--- src/rtl/mips_pkg.sv ---
// mips_pkg
// Shared definitions for the MIPS decode stage: opcode and funct encodings,
// ALU control codes, and the control bundle produced by the control ROM.
// No ports; imported by mips_ctrl_rom and mips_decode_stage.

package mips_pkg;

    // Primary opcodes (inst[31:26])
    localparam logic [5:0] OP_RTYPE = 6'b000000;
    localparam logic [5:0] OP_LW    = 6'b100011;
    localparam logic [5:0] OP_SW    = 6'b101011;
    localparam logic [5:0] OP_BEQ   = 6'b000100;
    localparam logic [5:0] OP_BNE   = 6'b000101;
    localparam logic [5:0] OP_ADDI  = 6'b001000;
    localparam logic [5:0] OP_SLTI  = 6'b001010;
    localparam logic [5:0] OP_ANDI  = 6'b001100;
    localparam logic [5:0] OP_ORI   = 6'b001101;
    localparam logic [5:0] OP_J     = 6'b000010;

    // R-type function codes (inst[5:0])
    localparam logic [5:0] FN_ADD = 6'b100000;
    localparam logic [5:0] FN_SUB = 6'b100010;
    localparam logic [5:0] FN_AND = 6'b100100;
    localparam logic [5:0] FN_OR  = 6'b100101;
    localparam logic [5:0] FN_SLT = 6'b101010;
    localparam logic [5:0] FN_MUL = 6'b011000;
    localparam logic [5:0] FN_DIV = 6'b011010;

    // ALU control codes driven to the execute stage
    typedef enum logic [3:0] {
        ALU_AND = 4'b0000,
        ALU_OR  = 4'b0001,
        ALU_ADD = 4'b0010,
        ALU_MUL = 4'b0011,
        ALU_DIV = 4'b0100,
        ALU_SUB = 4'b0110,
        ALU_SLT = 4'b0111
    } alu_op_t;

    // Everything the decode stage derives from opcode/funct alone.
    // zero_ext, uses_rs and uses_rt stay internal to the stage; the rest
    // are registered straight onto the output ports.
    typedef struct packed {
        alu_op_t alu_ctr;
        logic    reg_dst;
        logic    reg_wrt;
        logic    mem_read;
        logic    mem_wrt;
        logic    mem_reg;
        logic    alu_src;
        logic    branch;
        logic    branch_ne;
        logic    jump;
        logic    illegal;
        logic    zero_ext;
        logic    uses_rs;
        logic    uses_rt;
    } ctrl_t;

endpackage

--- src/rtl/mips_ctrl_rom.sv ---
// mips_ctrl_rom
// Purely combinational opcode/funct to control-bundle lookup.
// Ports:
//   opcode  in  6       inst[31:26]
//   funct   in  6       inst[5:0], only meaningful for R-type
//   ctrl    out ctrl_t  decoded control bundle

module mips_ctrl_rom
    import mips_pkg::*;
(
    input  logic [5:0] opcode,
    input  logic [5:0] funct,
    output ctrl_t      ctrl
);

    // Every field starts cleared; rs counts as read by everything except J,
    // including unknown opcodes, so hazard checks stay conservative.
    always_comb begin
        ctrl         = '0;
        ctrl.alu_ctr = ALU_AND;
        ctrl.uses_rs = 1'b1;
        case (opcode)
            OP_RTYPE: begin
                ctrl.reg_dst = 1'b1;
                ctrl.reg_wrt = 1'b1;
                ctrl.uses_rt = 1'b1;
                case (funct)
                    FN_ADD:  ctrl.alu_ctr = ALU_ADD;
                    FN_SUB:  ctrl.alu_ctr = ALU_SUB;
                    FN_AND:  ctrl.alu_ctr = ALU_AND;
                    FN_OR:   ctrl.alu_ctr = ALU_OR;
                    FN_SLT:  ctrl.alu_ctr = ALU_SLT;
                    FN_MUL:  ctrl.alu_ctr = ALU_MUL;
                    FN_DIV:  ctrl.alu_ctr = ALU_DIV;
                    default: begin
                        // Unknown funct must never write the register file
                        ctrl.alu_ctr = ALU_ADD;
                        ctrl.illegal = 1'b1;
                        ctrl.reg_wrt = 1'b0;
                    end
                endcase
            end
            OP_LW: begin
                ctrl.alu_ctr  = ALU_ADD;
                ctrl.alu_src  = 1'b1;
                ctrl.reg_wrt  = 1'b1;
                ctrl.mem_read = 1'b1;
                ctrl.mem_reg  = 1'b1;
            end
            OP_SW: begin
                ctrl.alu_ctr = ALU_ADD;
                ctrl.alu_src = 1'b1;
                ctrl.mem_wrt = 1'b1;
                ctrl.uses_rt = 1'b1;
            end
            OP_BEQ: begin
                ctrl.alu_ctr = ALU_SUB;
                ctrl.branch  = 1'b1;
                ctrl.uses_rt = 1'b1;
            end
            OP_BNE: begin
                ctrl.alu_ctr   = ALU_SUB;
                ctrl.branch    = 1'b1;
                ctrl.branch_ne = 1'b1;
                ctrl.uses_rt   = 1'b1;
            end
            OP_ADDI: begin
                ctrl.alu_ctr = ALU_ADD;
                ctrl.alu_src = 1'b1;
                ctrl.reg_wrt = 1'b1;
            end
            OP_SLTI: begin
                ctrl.alu_ctr = ALU_SLT;
                ctrl.alu_src = 1'b1;
                ctrl.reg_wrt = 1'b1;
            end
            OP_ANDI: begin
                ctrl.alu_ctr  = ALU_AND;
                ctrl.alu_src  = 1'b1;
                ctrl.reg_wrt  = 1'b1;
                ctrl.zero_ext = 1'b1;
            end
            OP_ORI: begin
                ctrl.alu_ctr  = ALU_OR;
                ctrl.alu_src  = 1'b1;
                ctrl.reg_wrt  = 1'b1;
                ctrl.zero_ext = 1'b1;
            end
            OP_J: begin
                ctrl.jump    = 1'b1;
                ctrl.uses_rs = 1'b0;
            end
            default: ctrl.illegal = 1'b1;
        endcase
    end

endmodule

--- src/rtl/mips_decode_stage.sv ---
// mips_decode_stage
// Registered instruction-decode stage with a one-entry valid/ready output
// register, load-use hazard bubbling, flush, and illegal-opcode flagging.
// Ports:
//   clk, rst_n               clock, synchronous active-low reset
//   flush                    drop held instruction and hazard state
//   in_valid/in_ready/inst   upstream handshake and instruction word
//   out_valid/out_ready      downstream handshake
//   alu_ctr .. illegal       registered control outputs
//   rs, rt, rd, shamt, funct registered instruction fields
//   imm_ext, jaddr           extended immediate, jump target field
//   stall_cnt                saturating count of inserted bubbles

module mips_decode_stage
    import mips_pkg::*;
#(
    parameter int DATA_W = 32,
    parameter int REG_AW = 5,
    parameter int CNT_W  = 16
) (
    input  logic              clk,
    input  logic              rst_n,
    input  logic              flush,
    input  logic              in_valid,
    output logic              in_ready,
    input  logic [DATA_W-1:0] inst,
    output logic              out_valid,
    input  logic              out_ready,
    output logic [3:0]        alu_ctr,
    output logic              reg_dst,
    output logic              reg_wrt,
    output logic              mem_read,
    output logic              mem_wrt,
    output logic              mem_reg,
    output logic              alu_src,
    output logic              branch,
    output logic              branch_ne,
    output logic              jump,
    output logic              illegal,
    output logic [REG_AW-1:0] rs,
    output logic [REG_AW-1:0] rt,
    output logic [REG_AW-1:0] rd,
    output logic [4:0]        shamt,
    output logic [5:0]        funct,
    output logic [DATA_W-1:0] imm_ext,
    output logic [25:0]       jaddr,
    output logic [CNT_W-1:0]  stall_cnt
);

    logic [5:0]        in_op;
    logic [REG_AW-1:0] in_rs;
    logic [REG_AW-1:0] in_rt;
    logic [DATA_W-1:0] in_imm;
    ctrl_t             in_ctrl;
    logic              lw_pend;
    logic [REG_AW-1:0] lw_rt;
    logic              hazard;
    logic              out_free;

    assign in_op = inst[31:26];
    assign in_rs = REG_AW'(inst[25:21]);
    assign in_rt = REG_AW'(inst[20:16]);

    mips_ctrl_rom u_ctrl_rom (
        .opcode (in_op),
        .funct  (inst[5:0]),
        .ctrl   (in_ctrl)
    );

    assign in_imm = in_ctrl.zero_ext ? {{(DATA_W-16){1'b0}}, inst[15:0]}
                                     : {{(DATA_W-16){inst[15]}}, inst[15:0]};

    // lw_rt is never zero while lw_pend is set, so $0 readers never stall
    assign hazard = in_valid & lw_pend &
                    ((in_ctrl.uses_rs & (in_rs == lw_rt)) |
                     (in_ctrl.uses_rt & (in_rt == lw_rt)));

    assign out_free = !out_valid | out_ready;
    assign in_ready = out_free & !hazard & !flush;

    // Priority: reset, flush, hold, hazard bubble, accept. The bubble
    // clears lw_pend so the dependent instruction goes through next cycle.
    always_ff @(posedge clk) begin
        if (!rst_n) begin
            out_valid <= 1'b0;
            lw_pend   <= 1'b0;
            lw_rt     <= '0;
            stall_cnt <= '0;
            alu_ctr   <= '0;
            reg_dst   <= 1'b0;
            reg_wrt   <= 1'b0;
            mem_read  <= 1'b0;
            mem_wrt   <= 1'b0;
            mem_reg   <= 1'b0;
            alu_src   <= 1'b0;
            branch    <= 1'b0;
            branch_ne <= 1'b0;
            jump      <= 1'b0;
            illegal   <= 1'b0;
            rs        <= '0;
            rt        <= '0;
            rd        <= '0;
            shamt     <= '0;
            funct     <= '0;
            imm_ext   <= '0;
            jaddr     <= '0;
        end else if (flush) begin
            out_valid <= 1'b0;
            lw_pend   <= 1'b0;
        end else if (!out_free) begin
            out_valid <= out_valid;
        end else if (hazard) begin
            out_valid <= 1'b0;
            lw_pend   <= 1'b0;
            if (stall_cnt != '1) begin
                stall_cnt <= stall_cnt + 1'b1;
            end
        end else if (in_valid) begin
            out_valid <= 1'b1;
            lw_pend   <= (in_op == OP_LW) && (in_rt != '0);
            lw_rt     <= in_rt;
            alu_ctr   <= in_ctrl.alu_ctr;
            reg_dst   <= in_ctrl.reg_dst;
            reg_wrt   <= in_ctrl.reg_wrt;
            mem_read  <= in_ctrl.mem_read;
            mem_wrt   <= in_ctrl.mem_wrt;
            mem_reg   <= in_ctrl.mem_reg;
            alu_src   <= in_ctrl.alu_src;
            branch    <= in_ctrl.branch;
            branch_ne <= in_ctrl.branch_ne;
            jump      <= in_ctrl.jump;
            illegal   <= in_ctrl.illegal;
            rs        <= in_rs;
            rt        <= in_rt;
            rd        <= REG_AW'(inst[15:11]);
            shamt     <= inst[10:6];
            funct     <= inst[5:0];
            imm_ext   <= in_imm;
            jaddr     <= inst[25:0];
        end else begin
            out_valid <= 1'b0;
        end
    end

endmodule

--- config.mk ---
export PLATFORM = sky130hd
export DESIGN_NAME = mips_decode_stage
export DESIGN_NICKNAME = d
export VERILOG_FILES = /design/src/rtl/mips_pkg.sv /design/src/rtl/mips_ctrl_rom.sv /design/src/rtl/mips_decode_stage.sv
export SDC_FILE = /design/constraint.sdc
export NUM_CORES = 1
export LEC_CHECK = 0
export CELL_PAD_IN_SITES_DETAIL_PLACEMENT = 1
export CELL_PAD_IN_SITES_GLOBAL_PLACEMENT = 2
export CORE_MARGIN = 3
export CORE_UTILIZATION = 21
export CTS_CLUSTER_DIAMETER = 120
export DETAILED_ROUTE_END_ITERATION = 8
export MAX_ROUTING_LAYER = met4
export PLACE_DENSITY_LB_ADDON = 0.1
export SETUP_SLACK_MARGIN = 0.4
export SYNTH_ARGS = -nofsm -noshare
export SYNTH_HDL_FRONTEND = slang
export SYNTH_HIERARCHICAL = 1
export SYNTH_SLANG_ARGS = --single-unit
--- constraint.sdc ---
create_clock -name clk -period 2.08 [get_ports clk]
set_input_delay 0.208 -clock clk [delete_from_list [all_inputs] [get_ports clk]]
set_output_delay 0.208 -clock clk [all_outputs]
set_load 0.01 [all_outputs]
==> results of run 1 <==
-- critical path, stage by stage --
cell and delay, ns:
buf_6 0.09, inv_2 0.06, nor2_2 0.04, or4_4 0.42, a21oi_4 0.15, nand3_1 0.08
o22a_2 0.21, nor2b_1 0.13, nor3_1 0.06, buf_4 0.14, buf_6 0.11
-- path summary, 6_finish.rpt --
| check | start | to | cells after the start |
|---|---|---|---|
| worst max register to register | jaddr[16] | stall_cnt[8] | 6 |
| worst min register to register | reg_wrt | reg_wrt | 2 |
| worst min-delay path | rst_n | stall_cnt[0] | 3 |
| worst max-delay path | inst[26] | in_ready | 11 |
-- cell type report --
cell class | instances | area share, %
multi-input combinational | 292 | 34.0
timing repair buffer | 196 | 33.6
sequential | 59 | 21.5
clock buffer | 15 | 4.96
tap | 220 | 4.92
clock inverter | 1 | 0.536
inverter | 7 | 0.469
antenna | 1 | 0.0447
-- through the flow --
step / util, % / setup WS (ns) / TNS (ns) / total power [mW]
after detailed placement: 30.9 / -0.715 / -35.99 / 1.79
after global placement: 30.9 / -0.688 / -35.01 / 1.78
final: 33.6 / 0.153 / 0 / 3.30
after global routing: 33.6 / 0.0926 / 0 / 3.47
after CTS: 33.1 / 0.0958 / 0 / 3.38
after floorplan: - / 0.0637 / 0 / 1.52
-- layer usage --
| layer | global-route usage [%] | wire (um) | up-vias |
|---|---|---|---|
| met5 | - | 0 | - |
| met4 | 5.16 | 193 | 0 |
| met3 | 2.50 | 637 | 13 |
| met2 | 20.2 | 5240 | 119 |
| met1 | 16.5 | 5760 | 1660 |
| li1 | - | - | 1728 |
-- cell families (layout without fill, tap and decap cells) --
family,Yosys count,count (layout),share of synthesized area (%)
and+or+nand+nor,187,188,27.4
buffers and inverters,94,219,17.2
AOI/OAI and AO/OA,55,55,9.30
adders and majority gates,1,1,0.348
xor gates and xnor gates,11,11,2.68
DFF,59,59,32.9
muxes,36,36,10.0
other,1,2,0.104
-- power by group through the flow --
| stage | registers (mW) | logic [mW] | clock network, mW |
|---|---|---|---|
| after detailed placement | 1.22 | 0.568 | 0 |
| after floorplan | 1.23 | 0.291 | 0 |
| final | 1.20 | 0.566 | 1.54 |
| after global placement | 1.22 | 0.565 | 0 |
| after global routing | 1.20 | 0.616 | 1.65 |
| after CTS | 1.20 | 0.573 | 1.61 |
-- placed cells by master (no fill, tap or decap), types with 6 or more instances in the layout --
cell and count:
o21ai_1 6, and3_1 6, inv_1 6, o21ai_0 9, or4_1 9, nand3_1 12
dfxtp_1 44, clkdlybuf4s50_1 144, xnor2_1 10, o31ai_1 8, a21oi_1 19, nor2_1 10
mux2i_1 36, buf_4 40, clkbuf_16 9, nand4_1 19, dfxtp_2 14, nand2_1 87
nand2b_1 6
-- what timing repair did --
action / 4_1_cts / 5_1_grt
setup endpoints to repair: 76 / 69
cloned: 0 / 1
pin swaps: 9 / 7
resized for setup: 46 / 18
buffers inserted: 1 / 3
==> flow_metrics.py, run 1 <==
metrics = {
    "die": {
        "io_pins": 153,
        "coreArea_um2": 16600,
        "start_util_pct": 21.6,
        "die_h_um": 137,
        "rows": 47,
        "chipWidth_um": 137,
        "die-area_um2": 18700,
    },
    "clock_network": {
        "cts-buffers-inserted": 9,
        "cts_tree": "built",
        "cts_buffer_depth": 2,
        "root_buffer": "clkbuf_16",
        "cts.sinks": 59,
        "htreeDepth": 3,
        "clk_pin_slew_ns": 0.05,
        "clock_latency_ns": 0.33,
        "postCtsHoldBufs": 0,
    },
    "power": {
        "clkPwrFrac_pct": 46.6,
        "peakVddDrop_uv": 356,
        "p_leak_nw": 1.97,
        "p_comb_share_pct": 17.1,
        "switching_power_mw": 0.797,
        "netSwitchingFraction_pct": 24.1,
        "p_int_mw": 2.51,
        "seq_power_share_pct": 36.2,
        "powerDensity_nw_per_um2": 590,
    },
    "critical_path": {
        "start_kind": "input port",
        "r2r_slack_ns": 0.23,
        "arrival_ns": 1.72,
        "worstPathRequired_ns": 1.87,
        "critPathKind": "input port to primary output",
        "worst-path-max-fanout": 2,
        "crit_path_end_kind": "primary output",
    },
    "synthesis": {
        "ys_warn_count": 6,
        "synthMostInstantiatedCell": "nand2_1",
        "yosys.area.top_type": "dfxtp_1",
        "synth_nets": 482,
        "syn_area_per_cell_um2": 8.09,
        "synthCells": 444,
        "synth_ff_type": "dfxtp_1",
        "yosysTopAreaCellShare_pct": 32.9,
        "synth_edf_count": 0,
        "yosysUniqueCellTypes": 53,
        "yosys_register_bits": 59,
        "synth_area_leaders": "dfxtp_1, buf_4, mux2i_1",
        "ys_seq_area_share_pct": 32.9,
        "async_reset_ff_share_pct": 0,
        "syn_area_um2": 3590,
        "synthTopCellsByCount": "nand2_1, buf_4, dfxtp_1",
    },
    "final_layout": {
        "regMostFlops": "stall_cnt",
        "multiInputGateArea_um2": 1900,
        "fin_cells": 791,
        "largest_register_ffs": 16,
        "fillers": 1943,
        "syn2layout_area_growth_pct": 55.8,
        "drive_gt1_share_pct": 18.1,
        "fin_area_um2": 5600,
        "register_area_um2": 1200,
        "fin_nets": 603,
    },
    "timing": {
        "final-max-slew-violation-count": 0,
        "period_share_pct": 92.7,
        "finalCriticalPeriod_ns": 1.93,
        "fmax_mhz": 519,
        "finClkSkew_ns": 0.00634,
        "rsz0062_at_grt": "yes",
        "hold_ws_ns": 0.249,
        "worst_pin_slew_ns": 0.648,
        "hold_viol_final": 0,
        "setup_violations": 0,
        "slew_headroom_pct": 56.4,
    },
    "route": {
        "drc": 0,
        "via_count": 3520,
        "drt-wirelength-per-cell_um": 15.0,
        "vias_per_cell": 4.45,
        "drtIter0Drc": 127,
        "drtAntennaViolNets": 0,
        "dr.pass1.iters": 4,
        "routed_wl_mm": 11.8,
    },
    "place": {
        "dp.cells": 769,
        "routabilityCongestion": 0.730,
        "dp_hpwl_mm": 8.78,
        "placed_cell_area_um2": 5140,
        "port_buffers": 152,
    },
    "run_status": {
        "status": "finished clean",
    },
    "grt": {
        "grt_pass1_vias": 3624,
        "grt_usage_pct": 12.9,
        "grt-ovfl-total": 0,
        "antenna_found_initial": 1,
        "grt_max_degree": 66,
        "grt_pass1_wl_mm": 18.6,
    },
    "min_path": {
        "hold_path_class": "input port to register",
    },
    "job": {
        "cap_violations": 0,
    },
}
(Power assumes the default switching activity.)
==> run 2, diff against run 1 <==
--- a/config.mk
+++ b/config.mk
@@ -7,10 +7,10 @@
 export LEC_CHECK = 0
 export CELL_PAD_IN_SITES_DETAIL_PLACEMENT = 1
 export CELL_PAD_IN_SITES_GLOBAL_PLACEMENT = 2
-export CORE_MARGIN = 3
 export CORE_UTILIZATION = 21
 export CTS_CLUSTER_DIAMETER = 120
 export DETAILED_ROUTE_END_ITERATION = 8
+export GPL_ROUTABILITY_DRIVEN = 0
 export MAX_ROUTING_LAYER = met4
 export PLACE_DENSITY_LB_ADDON = 0.1
 export SETUP_SLACK_MARGIN = 0.4
==> run 2 against run 1 <==
Compared with the run above:
- register-to-register slack better by 0.03 ns
- non-clock buffer count up 5
- maximum frequency up 2.4%
- wire length down 1.6%
- largest power group unchanged
==> flow_metrics.py, run 2 (synthesis gave the netlist of run 1 again) <==
metrics = {
    "die": {
        "rows": 47,
        "die_h_um": 133,
        "coreArea_um2": 16600,
        "io_pins": 153,
        "chipWidth_um": 133,
        "start_util_pct": 21.6,
        "die-area_um2": 17600,
    },
    "clock_network": {
        "cts.sinks": 59,
        "root_buffer": "clkbuf_16",
        "htreeDepth": 3,
        "cts-buffers-inserted": 9,
        "cts_tree": "built",
        "clk_pin_slew_ns": 0.05,
        "clock_latency_ns": 0.33,
        "cts_buffer_depth": 2,
    },
    "route": {
        "routed_wl_mm": 11.6,
        "drt-wirelength-per-cell_um": 14.6,
        "via_count": 3531,
        "dr.pass1.iters": 4,
        "drc": 0,
        "drtAntennaViolNets": 0,
        "vias_per_cell": 4.43,
        "drtIter0Drc": 95,
    },
    "final_layout": {
        "syn2layout_area_growth_pct": 56.4,
        "fillers": 1970,
        "layout_common_cells": "clkdlybuf4s50_1, nand2_1, buf_4, dfxtp_1, mux2i_1",
        "fin_nets": 608,
        "largest_register_ffs": 16,
        "fin_area_um2": 5620,
        "regMostFlops": "stall_cnt",
        "layout_commonest_cell": "clkdlybuf4s50_1",
        "drive_gt1_share_pct": 19.3,
    },
    "timing": {
        "worst_pin_slew_ns": 0.536,
        "setup_violations": 0,
        "slew_headroom_pct": 64.2,
        "period_share_pct": 90.5,
        "finalCriticalPeriod_ns": 1.88,
        "hold_ws_ns": 0.212,
        "final-max-slew-violation-count": 0,
        "finClkSkew_ns": 0.00757,
        "fmax_mhz": 531,
        "rsz0062_at_grt": "yes",
        "hold_viol_final": 0,
    },
    "grt": {
        "grt_pass1_wl_mm": 19.0,
        "grt_usage_pct": 14.0,
        "antenna_found_initial": 2,
        "grt-ovfl-total": 0,
        "grt_pass1_vias": 3667,
        "grt_max_degree": 42,
    },
    "power": {
        "p_leak_nw": 1.99,
        "netSwitchingFraction_pct": 25.5,
        "switching_power_mw": 0.801,
        "powerDensity_nw_per_um2": 559,
        "p_comb_share_pct": 17.9,
        "p_int_mw": 2.34,
        "peakVddDrop_uv": 350,
        "seq_power_share_pct": 37.9,
        "clkPwrFrac_pct": 44.2,
    },
    "critical_path": {
        "worst-path-max-fanout": 2,
        "start_kind": "input port",
        "arrival_ns": 1.67,
        "critPathKind": "input port to primary output",
        "worstPathRequired_ns": 1.87,
        "crit_path_end_kind": "primary output",
    },
    "run_status": {
        "status": "finished clean",
    },
    "place": {
        "placed_cell_area_um2": 5120,
        "port_buffers": 152,
        "dp_hpwl_mm": 8.51,
    },
    "job": {
        "cap_violations": 0,
    },
    "min_path": {
        "hold_path_class": "input port to register",
    },
}
## run 2: changes by cell type in the layout (fill, tap and decap cells not counted), sizes merged
cell | previous run | this run
clkinv | 0 | 2
dlygate4sd2 | 1 | 0
bufinv | 1 | 0
buf | 51 | 56
diode | 1 | 2
dlymetal6s2s | 0 | 3
clkdlybuf4s50 | 144 | 142
clkbuf | 15 | 14
## run 2: path summary, 6_finish.rpt
check | from | to | slack (ns) | depth (start not counted)
hold reg to reg | mem_read | mem_read | 0.46 | 2
setup / recovery | inst[31] | in_ready | 0.20 | 9
hold / removal | inst[24] | rs[3] | 0.21 | 3
setup reg to reg | jaddr[16] | stall_cnt[10] | 0.26 | 6
## run 2: power by group through the flow
stage	clock, mW	combinational, mW	sequential (mW)
6_report	1.39	0.562	1.19
5_1_grt	1.50	0.607	1.20
4_1_cts	1.45	0.567	1.20
3_5_place_dp	0	0.556	1.22
3_3_place_gp	0	0.551	1.22
2_1_floorplan	0	0.291	1.23
## run 2: area by class of cell
class | instances | area, um2 | share of cell area, %
Sequential cell | 59 | 1210 | 21.6
Clock inverter | 2 | 10.0 | 0.178
Timing Repair Buffer | 201 | 1920 | 34.1
Antenna cell | 2 | 5.00 | 0.0890
Tap cell | 220 | 275 | 4.90
Inverter | 7 | 26.3 | 0.467
Clock buffer | 14 | 264 | 4.70
Multi-Input combinational cell | 292 | 1910 | 34.0
## run 2: per-layer routing
metal,share of wire [%],track usage [%],vias to the layer above
li1,-,-,1735
met1,48,17.9,1671
met2,44,21.0,113
met3,5.8,3.56,12
met4,1.7,5.75,0
met5,0,-,-
## run 2: timing repair
action	in CTS	in global routing
hold buffers	0	0
resized for setup	51	23
pin swaps	9	8
setup buffers	4	7
endpoints found under the hold margin	0	0
endpoints found under the setup margin	76	58
cloned	1	0
## run 2: critical path, stage by stage
cell	delay [ns]
buf_6	0.09
or4_4	0.53
a21oi_4	0.16
nand3_2	0.07
o22a_2	0.20
nor2b_1	0.11
nor3_1	0.05
buf_4	0.14
buf_6	0.11
## run 2: per-stage QoR
step / setup TNS (ns) / util, % / cells / setup slack [ns] / power, mW
floorplan: 0 / - / 444 / 0.0637 / 1.52
global placement: -29.66 / 30.7 / 767 / -0.639 / 1.77
detailed placement: -32.46 / 30.7 / 767 / -0.654 / 1.78
CTS: 0 / 33.1 / 788 / 0.140 / 3.22
global route: 0 / 33.8 / 797 / 0.113 / 3.30
finish: 0 / 33.8 / 797 / 0.197 / 3.14
==> run 3, diff against run 2 <==
==> constraint.sdc (replaced) <==
create_clock -name clk -period 2.08 [get_ports clk]
set_input_delay 0.208 -clock clk [delete_from_list [all_inputs] [get_ports clk]]
set_output_delay 0.208 -clock clk [all_outputs]
set_load 0.1 [all_outputs]
==> run 3 against run 2 <==
Compared with the run above:
- sequential cell count stayed put
- core utilization is 1.3 points higher
- maximum frequency is 8.0% lower
- first-iteration DRC count is 13% lower
- via count is 3.1% higher
- critical path depth is 2 lower
- register-to-register slack worse by 0.14 ns
- combinational power is 120% higher
- critical path type is now register to primary output
- largest cell class is now multi-input gates
- highest routed layer unchanged
==> flow_metrics.py, run 3 (synthesis gave the netlist of run 1 again) <==
metrics = {
    "die": {
        "die_h_um": 133,
        "io_pins": 153,
        "start_util_pct": 21.6,
        "chipWidth_um": 133,
        "coreArea_um2": 16600,
        "rows": 47,
        "die-area_um2": 17600,
    },
    "route": {
        "vias_per_cell": 4.50,
        "dr.pass1.iters": 4,
        "drc": 0,
        "via_count": 3641,
        "drtAntennaViolNets": 0,
        "routed_wl_mm": 12.5,
        "drtIter0Drc": 83,
        "drt-wirelength-per-cell_um": 15.4,
    },
    "power": {
        "peakVddDrop_uv": 387,
        "p_leak_nw": 2.46,
        "powerDensity_nw_per_um2": 641,
    },
    "final_layout": {
        "layout_common_cells": "buf_4, nand2_1, mux2i_1, dfxtp_1, clkdlybuf4s50_1",
        "fillers": 1950,
        "layout_commonest_cell": "buf_4",
        "fin_area_um2": 5830,
        "fin_nets": 622,
        "syn2layout_area_growth_pct": 62.4,
        "insertedDiodeCount": 0,
        "regMostFlops": "stall_cnt",
        "drive_gt1_share_pct": 45.8,
        "fin_cells": 809,
        "largest_register_ffs": 16,
        "final_util_pct": 35.1,
    },
    "critical_path": {
        "ff2ff_path_depth": 7,
        "rr_startpoint": "jaddr[17]",
        "crit_path_end_kind": "primary output",
        "critPathKind": "register to primary output",
        "arrival_ns": 1.84,
        "worst_r2r_endpoint": "stall_cnt[2]",
        "r2r_slack_ns": 0.12,
        "start_kind": "register",
        "cp-endpoint": "in_ready",
        "crit_start": "jaddr[17]",
        "worst-path-max-fanout": 3,
        "worstPathRequired_ns": 1.87,
    },
    "timing": {
        "period_share_pct": 98.4,
        "slew_headroom_pct": 47.7,
        "hold_viol_final": 0,
        "tns_ns": 0,
        "rsz0062_at_grt": "yes",
        "finClkSkew_ns": 0.00633,
        "fmax_mhz": 489,
        "final-max-slew-violation-count": 0,
        "hold_ws_ns": 0.227,
        "worst_pin_slew_ns": 0.777,
        "finalCriticalPeriod_ns": 2.05,
        "setup_violations": 0,
    },
    "place": {
        "placed_cell_area_um2": 4940,
        "dp.cells": 767,
        "port_buffers": 152,
        "dp_hpwl_mm": 8.22,
    },
    "clock_network": {
        "clock_latency_ns": 0.33,
        "cts.sinks": 59,
        "clk_pin_slew_ns": 0.05,
        "cts-buffers-inserted": 9,
        "cts_tree": "built",
        "cts_buffer_depth": 2,
        "root_buffer": "clkbuf_16",
        "htreeDepth": 3,
        "postCtsHoldBufs": 0,
    },
    "grt": {
        "grt_pass1_vias": 3594,
        "grt_max_degree": 50,
        "grt_usage_pct": 14.6,
        "grt-ovfl-total": 0,
        "antenna_found_initial": 0,
        "grt_pass1_wl_mm": 19.4,
    },
    "job": {
        "cap_violations": 0,
    },
    "run_status": {
        "status": "finished clean",
    },
    "min_path": {
        "hold_path_class": "input port to register",
    },
}
==> run 3: changes by cell type in the layout (fill, tap and decap cells not counted), moves of 5 or more <==
| cell | previous run | this run |
|---|---|---|
| clkdlybuf4s50_1 | 142 | 22 |
| buf_4 | 46 | 160 |
| dfxtp_4 | 5 | 17 |
| o21ai_2 | 0 | 8 |
| dfxtp_1 | 43 | 36 |
| xnor2_1 | 10 | 3 |
| xnor2_2 | 0 | 7 |
| buf_12 | 2 | 7 |
| buf_16 | 0 | 5 |
| dfxtp_2 | 11 | 6 |
| o31ai_1 | 8 | 3 |
==> run 3: routing by layer <==
metal / vias up / wire length [um] / part of all wire, % / global-route usage, %
li1: 1771 / - / - / -
met1: 1738 / 5710 / 46 / 18.2
met2: 121 / 5810 / 47 / 22.7
met3: 11 / 750 / 6.0 / 3.33
met4: 0 / 196 / 1.6 / 5.94
met5: - / 0 / 0 / -
==> run 3: metrics by stage <==
stage / power, mW / setup slack [ns]
2_1_floorplan: 2.11 / -0.184
3_3_place_gp: 2.34 / -0.577
3_5_place_dp: 2.34 / -0.626
4_1_cts: 3.80 / 0.0416
5_1_grt: 3.90 / -0.0230
6_report: 3.74 / 0.0339
==> run 3: worst min path at each step <==
stage	from	end	slack, ns	cells after the start
after global placement	alu_ctr[0]	alu_ctr[0]	0.45	2
final	inst[21]	rs[0]	0.23	3
after CTS	rst_n	jaddr[20]	0.30	3
after floorplan	in_valid	out_valid	0.35	2
after global routing	inst[21]	rs[0]	0.24	3
after detailed placement	jump	jump	0.45	2
==> run 3: area by class of cell <==
| cell class | count | area, um2 | area share [%] |
|---|---|---|---|
| clock inverter | 3 | 15.0 | 0.257 |
| tap | 220 | 275 | 4.72 |
| timing repair buffer | 215 | 1960 | 33.5 |
| clock buffer | 13 | 240 | 4.12 |
| sequential | 59 | 1250 | 21.5 |
| multi-input combinational | 292 | 2070 | 35.4 |
| inverter | 7 | 26.3 | 0.450 |
==> run 3: power breakdown <==
group / internal (mW) / leakage (nW) / switching [mW]
registers: 1.15 / 0.495 / 0.0380
clock network: 0.801 / 0.127 / 0.527
logic: 0.345 / 1.83 / 0.881
total: 2.29 / 2.46 / 1.45
==> run 3: worst max-delay path, cell delays in order, from the launching register on <==
cell and delay [ns]:
dfxtp_4 0.36, xnor2_2 0.17, nand4_1 0.20, o22a_4 0.30, buf_6 0.12, nor2b_4 0.12
nor3_4 0.05, buf_12 0.17
==> run 3: timing repair <==
item,in CTS,in global routing
endpoints found under the hold margin,0,0
endpoints found under the setup margin,60,59
gates cloned,6,2
buffers inserted,18,0
resized for setup,67,33
pin swaps,10,25
